File: config.mk
export PLATFORM = sky130hd
export DESIGN_NAME = mem_access_unit
export DESIGN_NICKNAME = d
export VERILOG_FILES = /design/src/rtl/mem_access_unit.sv
export SDC_FILE = /design/constraint.sdc
export NUM_CORES = 1
export LEC_CHECK = 0
export ABC_CLOCK_PERIOD_IN_PS = 4300
export CAP_MARGIN = 0
export CORE_MARGIN = 4
export CORE_UTILIZATION = 29
export CTS_CLUSTER_DIAMETER = 30
export DETAILED_ROUTE_END_ITERATION = 12
export PLACE_DENSITY = 0.64
export SETUP_SLACK_MARGIN = 0.2
export SLEW_MARGIN = 20
export SYNTH_ARGS = -nofsm -noshare
export SYNTH_HDL_FRONTEND = slang
export SYNTH_SLANG_ARGS = --single-unit
File: constraint.sdc
create_clock -name clock -period 4.3 [get_ports clock]
set_input_delay 1.075 -clock clock [delete_from_list [all_inputs] [get_ports clock]]
set_output_delay 1.075 -clock clock [all_outputs]
set_load 0.005 [all_outputs]
File: src/rtl/mem_access_unit.sv
// Memory access unit: turns core load/store requests into single bus cycles with
// lane steering, load extension, misalignment detection and an ack timeout.
module mem_access_unit #(
    parameter int unsigned DATA_SIZE = 32,
    parameter int unsigned TIMEOUT   = 255
) (
    input  logic                   clock,
    input  logic                   reset,
    input  logic                   rd_en,
    input  logic                   wr_en,
    input  logic [1:0]             size,
    input  logic                   unsigned_load,
    input  logic [DATA_SIZE-1:0]   mem_addr,
    input  logic [DATA_SIZE-1:0]   wr_data,
    output logic [DATA_SIZE-1:0]   rd_data,
    output logic                   busy,
    output logic                   done,
    output logic                   misaligned,
    output logic                   access_fault,
    output logic                   cyc_o,
    output logic                   stb_o,
    output logic                   we_o,
    output logic [DATA_SIZE/8-1:0] sel_o,
    output logic [DATA_SIZE-1:0]   adr_o,
    output logic [DATA_SIZE-1:0]   dat_o,
    input  logic [DATA_SIZE-1:0]   dat_i,
    input  logic                   ack_i
);

    localparam int unsigned BW = DATA_SIZE / 8;
    localparam int unsigned LB = $clog2(BW);
    localparam int unsigned CW = $clog2(TIMEOUT + 1);

    typedef enum logic [1:0] {StIdle, StBus, StResp} state_e;

    state_e                state_q;
    logic [DATA_SIZE-1:0]  addr_q;
    logic [DATA_SIZE-1:0]  wdata_q;
    logic [1:0]            size_q;
    logic                  uns_q;
    logic                  we_q;
    logic [CW-1:0]         wait_q;
    logic [DATA_SIZE-1:0]  rd_data_q;
    logic                  done_q;
    logic                  mis_q;
    logic                  fault_q;

    logic                  mis_req;
    logic [LB-1:0]         off;
    logic [7:0]            mask8;
    logic [15:0]           sel_wide;
    logic [DATA_SIZE-1:0]  shifted;
    logic [DATA_SIZE-1:0]  lmask;
    logic                  sbit;
    logic [DATA_SIZE-1:0]  load_val;

    // Classify the incoming request; double-word accesses are illegal on a 32-bit core.
    always_comb begin
        mis_req = 1'b0;
        case (size)
            2'd0: mis_req = 1'b0;
            2'd1: mis_req = mem_addr[0];
            2'd2: mis_req = |mem_addr[1:0];
            default: mis_req = (DATA_SIZE == 32) || (|mem_addr[2:0]);
        endcase
    end

    // Bus-side lane steering and load-result alignment/extension.
    always_comb begin
        off = addr_q[LB-1:0];
        case (size_q)
            2'd0:    mask8 = 8'h01;
            2'd1:    mask8 = 8'h03;
            2'd2:    mask8 = 8'h0F;
            default: mask8 = 8'hFF;
        endcase
        sel_wide = {8'h00, mask8} << off;

        shifted = dat_i >> {off, 3'b000};
        case (size_q)
            2'd0: begin
                lmask = DATA_SIZE'(8'hFF);
                sbit  = shifted[7];
            end
            2'd1: begin
                lmask = DATA_SIZE'(16'hFFFF);
                sbit  = shifted[15];
            end
            2'd2: begin
                lmask = DATA_SIZE'(32'hFFFF_FFFF);
                sbit  = shifted[31];
            end
            default: begin
                lmask = '1;
                sbit  = 1'b0;
            end
        endcase
        load_val = (shifted & lmask) | ((sbit & ~uns_q) ? ~lmask : '0);
    end

    // Bus outputs are live only while a bus cycle is in flight.
    always_comb begin
        cyc_o        = (state_q == StBus);
        stb_o        = cyc_o;
        we_o         = cyc_o & we_q;
        sel_o        = cyc_o ? sel_wide[BW-1:0] : '0;
        dat_o        = cyc_o ? (wdata_q << {off, 3'b000}) : '0;
        adr_o        = {addr_q[DATA_SIZE-1:LB], LB'(0)};
        busy         = (state_q != StIdle);
        done         = done_q;
        misaligned   = mis_q;
        access_fault = fault_q;
        rd_data      = rd_data_q;
    end

    // Request FSM: accept in idle, run one bus cycle or fail fast, then one response cycle.
    always_ff @(posedge clock) begin
        if (reset) begin
            state_q   <= StIdle;
            addr_q    <= '0;
            wdata_q   <= '0;
            size_q    <= '0;
            uns_q     <= 1'b0;
            we_q      <= 1'b0;
            wait_q    <= '0;
            rd_data_q <= '0;
            done_q    <= 1'b0;
            mis_q     <= 1'b0;
            fault_q   <= 1'b0;
        end else begin
            done_q  <= 1'b0;
            mis_q   <= 1'b0;
            fault_q <= 1'b0;
            case (state_q)
                StIdle: begin
                    if (rd_en || wr_en) begin
                        addr_q  <= mem_addr;
                        wdata_q <= wr_data;
                        size_q  <= size;
                        uns_q   <= unsigned_load;
                        we_q    <= wr_en;
                        wait_q  <= '0;
                        if (mis_req) begin
                            state_q <= StResp;
                            done_q  <= 1'b1;
                            mis_q   <= 1'b1;
                        end else begin
                            state_q <= StBus;
                        end
                    end
                end
                StBus: begin
                    if (ack_i) begin
                        state_q <= StResp;
                        done_q  <= 1'b1;
                        if (!we_q) begin
                            rd_data_q <= load_val;
                        end
                    end else if (wait_q == CW'(TIMEOUT - 1)) begin
                        state_q <= StResp;
                        done_q  <= 1'b1;
                        fault_q <= 1'b1;
                    end else begin
                        wait_q <= wait_q + 1'b1;
                    end
                end
                StResp: state_q <= StIdle;
                default: state_q <= StIdle;
            endcase
        end
    end

endmodule
# [Yosys cells after proc, flatten, opt, wreduce, memory -nomap -nowiden]
# Index checks and enable logic that the tools add are counted.
[op_classes] muxes=21 bitwise=9 n_shift=3 eq_ne=10 addsub=1 reduce_logical=13
[ops] cell="32-bit two-way mux" count=2
[ops] cell="32-bit case mux with 2 select lines" count=1
[ops] cell="32-bit bitwise AND" count=1
[ops] cell="32-bit NOT" count=1
[ops] cell="32-bit bitwise OR" count=1
[ops] cell="32-bit by 5-bit left shift with 32-bit output" count=1
[ops] cell="32-bit by 5-bit >> shifter with 32-bit output" count=1
[ops] cell="8-bit two-way mux" count=3
[ops] cell="8-bit case mux with 3 select lines" count=1
[ops] cell="8-bit case mux with 2 select lines" count=1
[ops] cell="8-bit by 1-bit adder with 8-bit output (second input constant)" count=1
[ops] cell="8-bit == test (second input constant)" count=1
[ops] cell="2-bit two-way mux" count=4
[ops] cell="8-bit by 2-bit left shift with 4-bit output" count=1
[ops] cell="2-bit by 1-bit == test with 1-bit output (second input constant)" count=3
[ops] cell="2-bit zero test" count=3
[ops] cell="2-bit != test (second input constant)" count=3
[ops] cell="1-bit case mux with 3 select lines" count=2
[ops] cell="2-bit == test (second input constant)" count=2
[ops] cell="1-bit two-way mux" count=4
[ops] cell="4-bit two-way mux" count=1
[ops] cell="1-bit NOT" count=4
[ops] cell="2-bit case mux with 2 select lines" count=1
[ops] cell="2-bit AND reduction" count=2
[ops] cell="other kinds (9)" count=12
[totals] input_bits=104 register_bits=113 output_inout_bits=107

# [Longest topological paths before layout]
[logic_depth] depth_word=5 mapped_depth=7 ltp_nobuf=6

# [Least setup slack after synthesis]
# Ideal clock, no wire load.
[synth_path] path_kind="flip-flop to output port" from="register addr_q[1]" to="output dat_o[25]" slack_ps=1873 arrival_time_ps=1352 path_buffers=3 path_stages_with_launch=6 cell_sequence="dfxtp_1 buf_2 buf_2 buf_2 a211oi_1 a211oi_1"
[synth_between] elab_chain_cells=2
[synth_rtl] element="from (decl)" line="37" rtl="logic [DATA_SIZE-1:0] addr_q;"
[synth_rtl] element="from (signal assigned)" line="137" rtl="addr_q <= mem_addr;"
[synth_rtl] element="32-bit by 5-bit left shift with 32-bit output" line="107" rtl="dat_o = cyc_o ? (wdata_q << {off, 3'b000}) : '0;"
[synth_rtl] element="32-bit two-way mux" line="107"
[synth_rtl] element="to (decl)" line="25" rtl="output logic [DATA_SIZE-1:0] dat_o,"
# No other way between the ends.

# [Final worst setup path]
[layout_path] from="register state_q[1]" to="output dat_o[1]"
[layout_between] elab_chain_cells=2
[layout_rtl] element="from (decl)" line="36" rtl="state_e state_q;"
[layout_rtl] element="from (signal assigned)" line="119" rtl="state_q <= StIdle;"
[layout_rtl] element="from (signal assigned)" line="144" rtl="state_q <= StResp;"
[layout_rtl] element="from (signal assigned)" line="148" rtl="state_q <= StBus;"
[layout_rtl] element="2-bit by 1-bit == test with 1-bit output" line="103" rtl="cyc_o = (state_q == StBus);"
[layout_rtl] element="32-bit two-way mux" line="107"
# No other way between the ends.

==> results.sh <==
export IMPL_setup_viol=0
export IMPL_power_switching_uw=889
export IMPL_worstPathCellList="nand2b_1 -> inv_1 -> nand2b_1 -> nor2_1 -> and2_1 -> clkdlybuf4s50_1"
export IMPL_crit_type="reg2out"
export IMPL_cts_resized=0
export IMPL_p_leak_nw=2.90
export IMPL_drt_iter0_drc=207
export IMPL_synth_top_cell_by_area="dfxtp_1"
export IMPL_hold_buffers=0
export IMPL_syn_area_per_cell_sq_um=7.92
export IMPL_tns_ns=0
export IMPL_fp_dieW_um=145
export IMPL_grt_pass1_vias=4987
export IMPL_power_frac_comb_pct=17.9
export IMPL_async_flop_share_pct=0
export IMPL_postCtsSetupRepairBufs=0
export IMPL_track_usage_pct=16.4
export IMPL_cp_slowest_cell="nor2_1"
export IMPL_wl_per_cell_um=16.4
export IMPL_clk_latency_ns=0.41
export IMPL_cp_start_kind="flop"
export IMPL_cts_buffers_inserted=17
export IMPL_overflow=0
export IMPL_layout_commonest_cell="clkdlybuf4s50_1"
export IMPL_ant_nets=0
export IMPL_ys_top_cells_by_area="dfxtp_1 41%, nand2_1 12%, a21oi_1 8.6%"
export IMPL_layout_common_cells="207 x clkdlybuf4s50_1, 171 x nand2_1, 111 x dfxtp_1, 94 x a21oi_1, 45 x nor2_1"
export IMPL_arrival_ns=2.68
export IMPL_dpl_hpwl_um=12700
export IMPL_worstMarginPinSlew_ns=1.03
export IMPL_cap_violations=0
export IMPL_netlist_area_sq_um=5460
export IMPL_clockPowerShare_pct=46.0
export IMPL_placed_cell_area_sq_um=7490
export IMPL_clock_skew_ns=0.0148
export IMPL_pwr_share_seq_pct=36.1
export IMPL_io_pins=211
export IMPL_drc=0
export IMPL_synth_distinct_cells=50
export IMPL_grt_max_degree=60
export IMPL_vias_per_cell=4.83
export IMPL_pwr_density_cell_nw_per_um2=405
export IMPL_end_kind="output port"
export IMPL_relSlewSlack_pct=30.9
export IMPL_cell_internal_pwr_mw=2.40
export IMPL_reg2reg_from="addr_q[0]$_SDFFE_PP0P_"
export IMPL_period_needed_ns=3.76
export IMPL_cts_num_sinks=113
export IMPL_htreeDepth=4
export IMPL_rows=49
export IMPL_cts_tree="yes"
export IMPL_crit_required_ns=3.22
export IMPL_die_h_um=145
export IMPL_routabilityCongestion=0.802
export IMPL_final_max_slew_viol_count=0
export IMPL_clk_path_buf_depth=2
export IMPL_start_util_pct=30.0
export IMPL_area_growth_synth_to_final_pct=48.9
export IMPL_antenna_found_initial=1
export IMPL_fmax_ghz=0.266
export IMPL_status="finished clean"
export IMPL_min_from="wdata_q[29]$_SDFFE_PP0P_"
export IMPL_synth_top_area_share_pct=41.5
export IMPL_hold_class="reg2reg"
export IMPL_cts_root_buffer="clkbuf_16"
export IMPL_synth_seq_cells=113
export IMPL_fin_area_sq_um=8120
export IMPL_core_sq_um=18200
export IMPL_drt_first_pass_iters=5
export IMPL_max_stage_delay_ns=0.58
export IMPL_cts_clk_slew_worst_paths_ns=0.06
export IMPL_vias=5251
export IMPL_synthCells=689
export IMPL_netSwitchingFraction_pct=27.0
export IMPL_grt_pass1_wl_um=27900
export IMPL_die_area_sq_um=21100
export IMPL_hold_viol=0
export IMPL_startpoint="state_q[1]$_SDFFE_PP0P_"
export IMPL_crit_top_cell="nand2b_1"
export IMPL_period_share_pct=87.4
export IMPL_ys_warn_count=0
export IMPL_irDropWorstVdd_mv=0.253
export IMPL_final_nets=951
export IMPL_drive_gt1_share_pct=9.44
export IMPL_cp_max_fo=10
export IMPL_yosysSeqAreaShare_pct=41.5
export IMPL_wl_um=17900
export IMPL_rsz0062_at_grt="no"
export IMPL_synth_edf_count=0
export IMPL_io_buffer_count=208
export IMPL_synth_main_ff_cell="dfxtp_1"
-- worst max-delay path, delay by kind of cell (launching register included) --
family,cells,cell delay (ns)
simple gates,4,1.26
flops,1,0.37
buf+inv,2,0.63
-- kinds of logic after synthesis --
group	after synthesis	share of synthesized area (%)
AO/OA/AOI/OAI	178	20.3
flip-flops	113	41.5
AND/OR/NAND/NOR	261	20.1
multiplexers	42	8.28
adder cells (fa/ha/maj)	2	0.459
buffers and inverters	89	8.87
XOR/XNOR	3	0.482
other	1	0.0687
-- state kept, by name (all words and copies together), names as in the netlist --
signal        cells
rd_data          32
we_q              1
size_q            2
access_fault      1
uns_q             1
state_q           2
done              1
wait_q            8
addr_q           32
misaligned        1
wdata_q          32
-- through the flow --
stage | instances | utilization [%] | hold WS [ns] | power [mW] | setup WS (ns)
2_1_floorplan | 690 | - | 0.432 | 1.53 | 1.87
3_3_place_gp | 1055 | 41.1 | 0.441 | 1.80 | 0.973
3_5_place_dp | 1055 | 41.1 | 0.446 | 1.81 | 0.955
4_1_cts | 1087 | 44.6 | 0.453 | 3.34 | 0.485
5_1_grt | 1088 | 44.6 | 0.464 | 3.45 | 0.313
6_report | 1088 | 44.6 | 0.451 | 3.29 | 0.541
-- synthesized netlist by cell type, types with 2 or more instances --
cell type / instances
nor4_1: 2
xor2_1: 2
o2bb2ai_1: 7
and2_1: 8
buf_4: 33
o211ai_1: 7
o22ai_1: 8
buf_2: 8
inv_2: 2
o31ai_1: 2
buf_6: 2
nor2b_1: 11
o21ai_0: 19
a211oi_1: 18
nand2_1: 171
nor2_1: 46
o211a_1: 2
and3_1: 2
nor4bb_1: 2
clkbuf_1: 35
inv_1: 5
a21oi_2: 10
nor3_1: 5
o21ai_1: 2
nand3_1: 5
ha_1: 2
nand2b_1: 4
mux2_2: 15
a21oi_1: 94
dfxtp_1: 113
buf_1: 3
mux2i_1: 26
-- layer usage --
| metal | global-route usage, % | part of all wire [%] | vias to the layer above |
|---|---|---|---|
| li1 | - | - | 2634 |
| met1 | 20.5 | 44 | 2444 |
| met2 | 26.3 | 47 | 161 |
| met3 | 6.52 | 7.5 | 12 |
| met4 | 4.94 | 1.1 | 0 |
| met5 | 0 | 0 | - |
-- cell type report --
class | instances | area (sq um)
Fill cell | 1824 | 10100
Multi-Input combinational cell | 488 | 2750
Sequential cell | 113 | 2260
Clock inverter | 15 | 205
Clock buffer | 17 | 425
Antenna cell | 1 | 2.50
Timing Repair Buffer | 218 | 2160
Tap cell | 229 | 287
Inverter | 7 | 26.3
-- final timing paths --
check | end | slack [ns] | cells past startpoint
setup / recovery | dat_o[1] | 0.54 | 6
hold / removal | wdata_q[29]$_SDFFE_PP0P_ | 0.45 | 2
setup reg to reg | rd_data[19]$_SDFFE_PP0P_ | 1.47 | 5
hold reg to reg | wdata_q[29]$_SDFFE_PP0P_ | 0.45 | 2
-- power by group through the flow --
stage / registers, mW / logic (mW) / clock network (mW)
after floorplan: 1.18 / 0.349 / 0
after global placement: 1.21 / 0.592 / 0
after detailed placement: 1.21 / 0.595 / 0
after CTS: 1.19 / 0.599 / 1.55
after global routing: 1.20 / 0.650 / 1.60
final: 1.19 / 0.591 / 1.51
(Power assumes the default switching activity.)
